## src/rtl/path_delay_monitor.sv

```systemverilog
// Ring-oscillator path delay monitor: gates the oscillator loop, counts its rising
// edges over a programmable window and flags counts outside a golden band.
module path_delay_monitor #(
  parameter int unsigned CNT_W         = 16,
  parameter int unsigned WIN_W         = 20,
  parameter int unsigned SETTLE_CYCLES = 16,
  parameter int unsigned SYNC_STAGES   = 2
) (
  input  logic             clk,
  input  logic             rst,
  input  logic             start,
  input  logic             abort,
  input  logic [WIN_W-1:0] window_len,
  input  logic [CNT_W-1:0] golden_min,
  input  logic [CNT_W-1:0] golden_max,
  input  logic             ro_in,
  output logic             ro_en,
  output logic             busy,
  output logic             done,
  output logic [CNT_W-1:0] count,
  output logic             sat,
  output logic             trojan_flag,
  output logic             cfg_err
);

  localparam int unsigned SET_W = (SETTLE_CYCLES > 1) ? $clog2(SETTLE_CYCLES) : 1;
  localparam logic [SET_W-1:0] SETTLE_LOAD = SET_W'(SETTLE_CYCLES - 1);

  typedef enum logic [2:0] {
    S_IDLE,
    S_SETTLE,
    S_MEASURE,
    S_COMPARE,
    S_DONE
  } state_t;

  state_t             state;
  logic [SYNC_STAGES-1:0] sync_q;
  logic               prev_q;
  logic               rise_c;
  logic               cfg_bad_c;
  logic               reject_q;
  logic [WIN_W-1:0]   win_len_q;
  logic [WIN_W-1:0]   win_cnt;
  logic [SET_W-1:0]   settle_cnt;
  logic [CNT_W-1:0]   gmin_q;
  logic [CNT_W-1:0]   gmax_q;

  // Oscillator synchronizer and edge-history flop; free-running in every state
  always_ff @(posedge clk or posedge rst) begin
    if (rst) begin
      sync_q <= '0;
      prev_q <= 1'b0;
    end else begin
      sync_q <= {sync_q[SYNC_STAGES-2:0], ro_in};
      prev_q <= sync_q[SYNC_STAGES-1];
    end
  end

  always_comb begin
    rise_c    = sync_q[SYNC_STAGES-1] & ~prev_q;
    cfg_bad_c = (window_len == '0) || (golden_min > golden_max);
  end

  // Measurement sequencer; done is delayed one cycle from DONE / rejection so
  // that it lands SETTLE_CYCLES + window_len + 2 cycles after the start edge
  always_ff @(posedge clk or posedge rst) begin
    if (rst) begin
      state       <= S_IDLE;
      ro_en       <= 1'b0;
      busy        <= 1'b0;
      done        <= 1'b0;
      count       <= '0;
      sat         <= 1'b0;
      trojan_flag <= 1'b0;
      cfg_err     <= 1'b0;
      reject_q    <= 1'b0;
      win_len_q   <= '0;
      win_cnt     <= '0;
      settle_cnt  <= '0;
      gmin_q      <= '0;
      gmax_q      <= '0;
    end else begin
      done     <= reject_q || (state == S_DONE);
      reject_q <= 1'b0;

      case (state)
        S_IDLE: begin
          if (start && !abort) begin
            win_len_q <= window_len;
            gmin_q    <= golden_min;
            gmax_q    <= golden_max;
            if (cfg_bad_c) begin
              cfg_err  <= 1'b1;
              reject_q <= 1'b1;
            end else begin
              cfg_err     <= 1'b0;
              count       <= '0;
              sat         <= 1'b0;
              trojan_flag <= 1'b0;
              settle_cnt  <= SETTLE_LOAD;
              ro_en       <= 1'b1;
              busy        <= 1'b1;
              state       <= S_SETTLE;
            end
          end
        end

        S_SETTLE: begin
          if (abort) begin
            state   <= S_IDLE;
            ro_en   <= 1'b0;
            busy    <= 1'b0;
            cfg_err <= 1'b0;
          end else if (settle_cnt == '0) begin
            win_cnt <= win_len_q - WIN_W'(1);
            state   <= S_MEASURE;
          end else begin
            settle_cnt <= settle_cnt - SET_W'(1);
          end
        end

        S_MEASURE: begin
          if (abort) begin
            state   <= S_IDLE;
            ro_en   <= 1'b0;
            busy    <= 1'b0;
            cfg_err <= 1'b0;
          end else begin
            if (rise_c) begin
              if (count == '1) begin
                sat <= 1'b1;
              end else begin
                count <= count + CNT_W'(1);
              end
            end
            if (win_cnt == '0) begin
              ro_en <= 1'b0;
              state <= S_COMPARE;
            end else begin
              win_cnt <= win_cnt - WIN_W'(1);
            end
          end
        end

        S_COMPARE: begin
          if (abort) begin
            state   <= S_IDLE;
            busy    <= 1'b0;
            cfg_err <= 1'b0;
          end else begin
            trojan_flag <= sat || (count < gmin_q) || (count > gmax_q);
            state       <= S_DONE;
          end
        end

        S_DONE: begin
          state <= S_IDLE;
          busy  <= 1'b0;
        end

        default: begin
          state <= S_IDLE;
          ro_en <= 1'b0;
          busy  <= 1'b0;
        end
      endcase
    end
  end

endmodule

```

## config.mk

```make
export PLATFORM = sky130hd
export DESIGN_NAME = path_delay_monitor
export DESIGN_NICKNAME = d
export VERILOG_FILES = /design/src/rtl/path_delay_monitor.sv
export SDC_FILE = /design/constraint.sdc
export NUM_CORES = 1
export LEC_CHECK = 0
export ABC_AREA = 1
export BUFFER_PORTS_ARGS = -buffer_cell sky130_fd_sc_hd__buf_4
export CAP_MARGIN = 20
export CORE_MARGIN = 2
export CORE_UTILIZATION = 59
export DETAILED_ROUTE_END_ITERATION = 8
export GPL_ROUTABILITY_DRIVEN = 1
export HOLD_SLACK_MARGIN = 0.08
export PLACE_DENSITY = 0.85
export SLEW_MARGIN = 20
export SYNTH_ARGS = -nofsm -noshare
export SYNTH_HDL_FRONTEND = slang
export SYNTH_SLANG_ARGS = --single-unit
```

## constraint.sdc

```tcl
create_clock -name clk -period 10.78 [get_ports clk]
set_clock_uncertainty 0.05 [all_clocks]
set_input_delay 2.156 -clock clk [delete_from_list [all_inputs] [get_ports clk]]
set_output_delay 2.156 -clock clk [all_outputs]
set_load 0.02 [all_outputs]
```

======== Word-level counts from Yosys, hierarchy flattened ========
Index checks and enable logic that the tools add are counted.
word-level totals
  register bits ........................... 105
  output and inout bits ................... 22
cells by class
  reductions and logical operators ........ 27
  magnitude comparators ................... 3
  add/sub/neg operators ................... 4
  bitwise gates (word level) .............. 3
  equal/unequal tests ..................... 20
  mux-type cells .......................... 44
operators with widths
  cell                                                                   number
  16-bit two-way mux                                                     5
  20-bit two-way mux                                                     4
  20-bit logical NOT                                                     2
  20-bit one-hot mux with 2 select lines                                 1
  20-bit by 1-bit subtractor with 20-bit output, second input constant   2
  16-bit greater-than comparator                                         2
  16-bit one-hot mux with 2 select lines                                 1
  2-bit != test, second input constant                                   12
  3-bit two-way mux                                                      7
  16-bit by 1-bit adder with 16-bit output, second input constant        1
  16-bit equality test, second input constant                            1
  16-bit less-than comparator                                            1
  4-bit two-way mux                                                      4
  1-bit two-way mux                                                      15
  5-bit AND reduction                                                    3
  3-bit one-hot mux with 4 select lines                                  1
  6-bit AND reduction                                                    2
  2-bit nonzero test                                                     5
  1-bit one-hot mux with 2 select lines                                  4
  4-bit one-hot mux with 2 select lines                                  1
  4-bit AND reduction                                                    2
  3-bit by 2-bit equality test with 1-bit output, second input constant  2
  3-bit != test, second input constant                                   2
  3-bit AND reduction                                                    2
  other kinds (15)                                                       19

======== Longest topological paths before layout ========
Gate-level depths: netlist (run 1).
  depth after elaboration ................. 5
  gate-level depth with buffers ........... 18

======== Worst setup path after synthesis (run 1) ========
OpenSTA, ideal clock, no wires.
  path type ............................... input-to-reg
  from .................................... input port golden_max[15]
  to ...................................... register busy
  arrival ................................. 3.553 ns
  buffers on the path ..................... 1
  stages .................................. 12
  setup slack ............................. 7.058 ns
  cells stage by stage .................... inv_1 > ha_1 > nand2_1 > nor3_1 > nand3_1 > nand2_1 > nand3_1 > nand2_1 > clkbuf_1 > nand2_1 > nand2_1 > nand2_1
on the way
  cells in the longest elaborated chain, start to end .. 4
ends and longest elaborated chain
  element                               line  text
  start, declared                       15    input logic [CNT_W-1:0] golden_max,
  16-bit greater-than comparator        62    cfg_bad_c = (window_len == '0) || (golden_min > golden_max);
  1-bit logical OR                      62
  2-bit != test (no source line)        -
  3-bit AND reduction (no source line)  -
  end signal, assigned                  71    busy <= 1'b0;
  end signal, assigned                  103   busy <= 1'b1;
  end signal, assigned                  113   busy <= 1'b0;
  end, declared                         18    output logic busy,
Every way passes these cells.
A chain may end at the register's enable or synchronous reset.

======== Final worst setup path (run 1) ========
  from .................................... input port golden_min[15]
  to ...................................... register count[8]
on the way
  cells in the longest elaborated chain, start to end .. 4
ends and longest elaborated chain
  element                               line  text
  start, declared                       14    input logic [CNT_W-1:0] golden_min,
  16-bit greater-than comparator        62
  1-bit logical OR                      62
  2-bit != test (no source line)        -
  6-bit AND reduction (no source line)  -
  end signal, assigned                  134   count <= count + CNT_W'(1);
  end, declared                         20    output logic [CNT_W-1:0] count,
Every way passes these cells.

==> impl_metrics.ini, run 1 <==
[logic_synthesis]
synth_common_cells = nand2_1, inv_1, dfrtp_1
synthTopCellsByArea = dfrtp_1, nand2_1, ha_1, inv_1, nor2_1
synth-xor-area-share_pct = 1.44
ys_seq_area_share_pct = 39.2
ys_seq_elements = 105
synth_top_cell_by_area = dfrtp_1
yosysWarningCount = 0
syn_inst = 901
synthSimpleGateAreaFrac_pct = 27.9
ys.flop_type = dfrtp_1
synth_top_area_share_pct = 39.2
yosysMostFrequentCell = nand2_1
synthArstFlopShare_pct = 100
avgSynthCellArea_sq_um = 7.44
synth_cell_type_count = 45
synth_compound_area_share_pct = 11.4
synth_edf_count = 0
synth_adder_area_share_pct = 9.33
syn-cell-area_sq_um = 6710
synth_nets = 1008
synth_top_family_by_area = simple AND/OR/NAND/NOR gates
yosys-mux-area-fraction_pct = 0.672

[setup_path]
start_kind = primary input
crit_type = primary input to register
max_stage_delay_ns = 0.55
critPathMaxFanout = 22
worstPathCellList = buf_4 -> ha_1 -> nand2_1 -> nor3_1 -> nand3_1 -> nand2_1 -> nand3_1 -> nand2_1 -> nand2_2 -> nand2_1 -> nand2_1
end_kind = register
path_buf_inv = 1
cp_data_arrival_time_ns = 4.44
crit_top_cell = nand2_1
critPathSlowestCell = nand2_1
required_ns = 10.97
crit_family = simple AND/OR/NAND/NOR gates

[grt]
grt.busiest_layer = met2
use_met3_pct = 7.68
gr-usage-met2_pct = 42.0
met1_usage_pct = 32.9
grt_pass1_vias = 5813
grt_pass1_wl_um = 25800
grt_usage_pct = 25.4
grt_max_degree = 65
grt_overflow = 0
antenna_found_initial = 0

[floorplan]
core_sq_um = 11000
die_w_um = 111
rows = 38
ioPinCount = 79
initial_core_util_pct = 61.1
die_h_um = 111
die-area_sq_um = 12200

[detailed_routing]
ant_nets = 0
vias = 5961
drc = 0
drt_iter0_drc = 350
wirelength_um = 15000
vias_per_cell = 5.36
wl_per_cell_um = 13.5
drt_pass1_iterations = 5

[clocking]
cts.htree.levels = 3
cts_resized = 0
cts_buffers = 9
post_cts_buffers = 0
clockBufferDepth = 2
root_buffer = clkbuf_16
insertion_delay_ns = 0.35
cts_tree = done
clkTransAtPathRegs_ns = 0.07
cts_sinks = 105
hold_buffers = 0

[layout]
final_util_pct = 69.6
syn_to_final_growth_pct = 14.0
drive_gt1_share_pct = 14.0
fin_area_sq_um = 7640
nNetsFinal = 1075
diodes = 0

[sta]
fmax_mhz = 235
period_needed_ns = 4.25
tns_ns = 0
slew_headroom_pct = 34.8
hold_viol_final = 0
worst_slack_ns = 6.53
maxSlewViolCount = 0
post-route-period-util_pct = 39.4
rsz0062_at_grt = false
tightestPinTransition_ns = 0.971
finalSetupViolations = 0

[placement]
place.gp.congestion = 0.882
place_ws_ns = 6.22
placed_cell_area_sq_um = 7340
dp_hpwl_um = 10900
io_buffers = 78

[power]
ir_drop_uv = 153
p_per_area_nw_per_um2 = 229
p_total_mw = 1.75
leakage_nw = 4.11

[run]
cap_violations = 0

[hold_path]
min_path_type = register to register

[outcome]
status = finished clean
## path summary, 6_finish.rpt
path	start	endpoint	slack, ns	depth (start not counted)
worst max-delay path	golden_min[15]	count[8]	6.53	11
worst min register to register	sync_q[0]	sync_q[1]	0.31	0
max in group asynchronous	rst	win_len_q[8]	7.69	3
worst max register to register	state[2]	count[8]	7.77	8
worst min-delay path	sync_q[0]	sync_q[1]	0.31	0
min in group asynchronous	rst	gmax_q[3]	1.81	2
## layer usage
metal / vias to the layer above / wire [um] / share of wire (%)
met1: 2747 / 6700 / 45
met2: 174 / 7180 / 48
met4: 0 / 155 / 1.0
met5: - / 0 / 0
li1: 3021 / - / -
met3: 19 / 983 / 6.5
## sequential cells by signal (all words and copies together), names as in the netlist, 2 cells and up
register,count
settle_cnt,4
win_len_q,20
sync_q,2
gmax_q,16
gmin_q,16
state,3
count,16
win_cnt,20
## layout by cell type, fill, tap and decap left out, types with 2 or more instances in the layout
master     netlist  routed
buf_4            2      81
inv_2            2       2
nor4_1           4       4
a21o_1           3       3
nand3b_1         3       3
o21ai_1         15      15
xnor2_1          3       3
o22ai_1          2       2
nor2_2           7       7
o21ai_0         46      46
o21ai_2          7       7
nor3_1          10      10
a21oi_1         49      49
o21ai_4          2       2
a31oi_1          3       3
nor2_4           2       2
xor2_1           8       8
o21a_1           3       3
mux2_2           4       4
clkbuf_16        0       9
nand2_2          7       8
dfrtp_1        105     105
inv_1          135     134
nor2_1          95      95
nand4_1         19      19
nand2_1        229     228
nand3_1         48      48
clkbuf_8         0       2
nor3b_1          3       3
ha_1            50      50
or2_2            2       2
## worst reg2reg max path, cell delays in order (launching register included)
cell and delay, ns:
dfrtp_1 0.47, nor2_2 0.07, nand2_2 0.09, buf_4 0.58
nor3_1 0.24, nor4_4 0.77, nand2_2 0.40, nand2_1 0.16
nand2_1 0.06
## cells by family (layout without fill, tap and decap cells)
family | after synthesis | in the layout
multiplexers | 4 | 4
XOR/XNOR | 11 | 11
AO/OA/AOI/OAI | 135 | 135
adder cells (fa/ha/maj) | 50 | 50
AND/OR/NAND/NOR | 433 | 433
buffers and inverters | 163 | 235
flip-flops | 105 | 105
## report_power, final
part,internal (mW),switching [mW]
clock,0.193,0.147
sequential,0.545,0.0893
combinational,0.269,0.506
## through the flow
step                cells  hold slack [ns]
detailed placement   1097            0.304
finish               1113            0.311
global route         1113            0.319
floorplan             901            0.281
global placement     1097            0.284
CTS                  1113            0.320
## layout make-up
type	count	area, sq um
multi-input combinational	633	3400
inverter	138	520
clock buffer	12	256
clock inverter	4	51.3
sequential	105	2630
tap	140	175
timing repair buffer	81	608
fill	929	3340
Note: power is estimated with default switching activity, not from simulation.
==> inputs of run 2 (changes only) <==
- clock period: 10.78 -> 3.95 ns (I/O delays scaled with it)
==> impl_metrics.ini, run 2 (synthesized netlist as in run 1, its figures left out) <==
[clocking]
insertion_delay_ns = 0.36
cts_sinks = 105
hold_buffers = 0
cts_buffers = 9
cts.htree.levels = 3
clkTransAtPathRegs_ns = 0.08
cts_resized = 0
clockBufferDepth = 2
post_cts_buffers = 0
cts_tree = done
root_buffer = clkbuf_16

[layout]
diodes = 0
seqCellArea_sq_um = 2630
final_common_cell = nand2_1
top_regs = win_cnt x20, win_len_q x20
final_cell_mix = nand2_1, inv_1, dfrtp_1
syn_to_final_growth_pct = 14.1
multi_input_area_sq_um = 3400
fill_cells = 899
nNetsFinal = 1078
drive_gt1_share_pct = 14.3

[floorplan]
core_sq_um = 11000
die_w_um = 111
ioPinCount = 79
die-area_sq_um = 12200
die_h_um = 111
rows = 38
initial_core_util_pct = 61.1

[setup_path]
cp_data_arrival_time_ns = 3.04
max_stage_delay_ns = 0.73
required_ns = 4.14
crit_family = simple AND/OR/NAND/NOR gates
start_kind = register
path_buf_inv = 0
worstPathCellList = nor2_2 -> nand2_2 -> nor3_1 -> nor4_4 -> nand2_2 -> nand2_1 -> nand2_1
crit_type = register to register
critPathSlowestCell = nor4_4
critPathMaxFanout = 37
end_kind = register

[detailed_routing]
drt_pass1_iterations = 5
ant_nets = 0
wl_per_cell_um = 13.4
wirelength_um = 14900
drt_iter0_drc = 382
vias = 5950
drc = 0
vias_per_cell = 5.33

[power]
leakage_nw = 4.12
p_total_mw = 4.73
ir_drop_uv = 395
p_per_area_nw_per_um2 = 618

[sta]
fmax_mhz = 351
hold_viol_final = 0
rsz0062_at_grt = false
maxSlewViolCount = 0
period_needed_ns = 2.85
finalSetupViolations = 0
post-route-period-util_pct = 72.1
tns_ns = 0
tightestPinTransition_ns = 0.910
slew_headroom_pct = 38.9

[grt]
use_met3_pct = 4.83
grt_overflow = 0
grt_pass1_wl_um = 25900
grt_pass1_vias = 5682
grt.busiest_layer = met2
gr-usage-met2_pct = 41.3
antenna_found_initial = 0
grt_max_degree = 61
met1_usage_pct = 34.6
grt_usage_pct = 25.4

[run]
cap_violations = 0

[outcome]
status = finished clean

[placement]
io_buffers = 78
place.gp.congestion = 0.876
dp_hpwl_um = 11000

[hold_path]
min_path_type = register to register
==> run 2: cell types whose count changed in the layout (fill, tap and decap cells not counted), sizes merged <==
cell	previous run	this run
buf	81	84
bufinv	1	0
clkbuf	12	10
clkinvlp	1	3
inv	137	138
==> run 2: per-layer routing <==
layer / up-vias / wire length [um]
met5: - / 0
met4: 0 / 231
met3: 24 / 840
met2: 167 / 6980
met1: 2736 / 6870
li1: 3023 / -
==> run 2: worst register-to-register path, delay by kind of cell (launching register included) <==
family | cells | cell delay [ns]
and+or+nand+nor | 7 | 2.23
DFF | 1 | 0.47
==> run 2: area by class of cell <==
cell class | count | area share, %
well taps | 140 | 2.29
repair buffers | 84 | 8.41
flip-flops and latches | 105 | 34.3
clock buffers | 10 | 3.12
multi-input cells | 633 | 44.5
inverters | 138 | 6.80
clock inverters | 6 | 0.540
==> run 2: metrics by stage <==
stage,setup WS (ns),utilization (%),instance area [sq um],hold WS [ns],std cells
after detailed placement,1.14,67.1,7370,0.292,1100
final,1.10,69.7,7650,0.305,1116
after floorplan,0.349,-,6710,0.281,901
after global placement,1.25,67.1,7370,0.283,1100
after CTS,1.11,69.7,7650,0.308,1116
after global routing,0.849,69.7,7650,0.321,1116
==> run 2: power by group <==
| part | switching (mW) | internal [mW] | total [mW] |
|---|---|---|---|
| Combinational | 1.39 | 0.747 | 2.14 |
| Sequential | 0.244 | 1.49 | 1.73 |
| Clock | 0.413 | 0.445 | 0.858 |
==> run 2: worst paths after layout <==
kind                            from           end  slack [ns]  depth (start not counted)
setup / recovery            state[0]      count[5]        1.10                          7
min in group asynchronous        rst     gmin_q[2]        0.52                          2
setup reg to reg            state[0]      count[5]        1.10                          7
hold reg to reg            sync_q[0]     sync_q[1]        0.31                          0
max in group asynchronous        rst  win_len_q[9]        2.50                          3
hold / removal             sync_q[0]     sync_q[1]        0.31                          0
==> inputs of run 3 (changes only) <==
- CORE_UTILIZATION: 59 -> 54
- PLACE_DENSITY: 0.85 -> 0.82
- clock period: 3.95 -> 2.6 ns (I/O delays scaled with it)
==> impl_metrics.ini, run 3 (synthesized netlist as in run 1, its figures left out) <==
[outcome]
status = finished clean

[placement]
place.gp.congestion = 0.928
dp_hpwl_um = 11100
io_buffers = 78
placed_cells = 1139

[layout]
final_cell_mix = nand2_1, inv_1, dfrtp_1
nNetsFinal = 1092
final_common_cell = nand2_1
final_util_pct = 64.8
layoutNonFillerInstCount = 1158
drive_gt1_share_pct = 15.4
diodes = 0
top_regs = win_cnt x20, win_len_q x20
syn_to_final_growth_pct = 16.5

[power]
p_total_mw = 7.23
leakage_nw = 4.19
ir_drop_uv = 437
p_per_area_nw_per_um2 = 925

[detailed_routing]
wl_per_cell_um = 12.8
ant_nets = 0
vias = 5993
drt_iter0_drc = 365
wirelength_um = 14900
vias_per_cell = 5.18
drt_pass1_iterations = 5
drc = 0

[clocking]
cts_buffers = 9
cts_sinks = 105
post_cts_buffers = 0
clkTransAtPathRegs_ns = 0.07
cts.htree.levels = 3
cts_resized = 0
cts_tree = done
insertion_delay_ns = 0.35
clockBufferDepth = 2
hold_buffers = 0
root_buffer = clkbuf_16

[floorplan]
core_sq_um = 12100
rows = 40
die_w_um = 115
ioPinCount = 79
initial_core_util_pct = 55.6
die-area_sq_um = 13300
die_h_um = 115

[sta]
period_needed_ns = 2.32
tns_ns = 0
slew_headroom_pct = 63.7
rsz0062_at_grt = false
maxSlewViolCount = 0
post-route-period-util_pct = 89.2
hold_viol_final = 0
fmax_mhz = 431
tightestPinTransition_ns = 0.540
timing.hold.ws_ns = 0.156
finalSetupViolations = 0

[grt]
grt_usage_pct = 23.9
antenna_found_initial = 0
grt_overflow = 0
grt_pass1_wl_um = 25300
grt_pass1_vias = 5633
grt_max_degree = 61

[setup_path]
r2r_end = win_cnt[13]
crit_type = register to register
cp_data_arrival_time_ns = 2.50
r2r_cells = 11
start_kind = register
r2r_setup_slack_ns = 0.28
required_ns = 2.78
timing.rr.start = state[2]
critPathMaxFanout = 26
end_kind = register

[run]
cap_violations = 0

[hold_path]
min_path_type = primary input to async pin
-- run 3: cell count changes in the layout (fill, tap and decap cells not counted) --
| cell | change |
|---|---|
| clkinv_4 | +1 |
| buf_12 | +2 |
| buf_4 | +12 |
| inv_6 | -1 |
| clkbuf_1 | +2 |
| clkinv_2 | -1 |
| inv_4 | -1 |
-- run 3: worst max path at each step --
| stage | start | endpoint | slack, ns | cells after the start |
|---|---|---|---|---|
| finish | state[2] | win_cnt[13] | 0.28 | 11 |
| global route | state[0] | win_cnt[18] | 0.09 | 14 |
| CTS | count[1] | count[15] | 0.07 | 9 |
| detailed placement | golden_min[15] | count[7] | 0.09 | 11 |
| global placement | count[1] | count[2] | 0.16 | 9 |
| floorplan | state[2] | win_cnt[16] | 0.47 | 17 |
-- run 3: area by class of cell --
class,instances,area [sq um]
flip-flops and latches,105,2630
fillers,1049,4250
multi-input cells,633,3400
clock buffers,12,246
repair buffers,98,773
clock inverters,4,28.8
inverters,138,522
well taps,168,210
-- run 3: routing by layer --
| metal | part of all wire [%] | track usage, % |
|---|---|---|
| met5 | 0 | 0 |
| met2 | 47 | 39.1 |
| met3 | 4.7 | 6.01 |
| met1 | 47 | 31.8 |
| met4 | 1.4 | 6.51 |
-- run 3: critical path, stage by stage, from the launching register on --
cell and delay [ns]:
dfrtp_1 0.47, nor2_2 0.15, nand2_2 0.20, buf_12 0.24, o21ai_1 0.26, nand2_1 0.14
nor2_2 0.16, nand3_1 0.14, clkinv_1 0.14, nand3_1 0.09, nand3_1 0.09, o21ai_1 0.07
-- run 3: power by group --
group	total, mW	internal, mW	switching, mW
clock	1.27	0.676	0.597
combinational	3.32	1.21	2.11
sequential	2.63	2.26	0.372
total	7.23	4.15	3.08
-- run 3: stage by stage --
step	setup slack [ns]	cell area, sq um
floorplan	0.473	6710
global placement	0.159	7510
detailed placement	0.0850	7510
CTS	0.0677	7790
global route	0.0950	7810
finish	0.280	7810
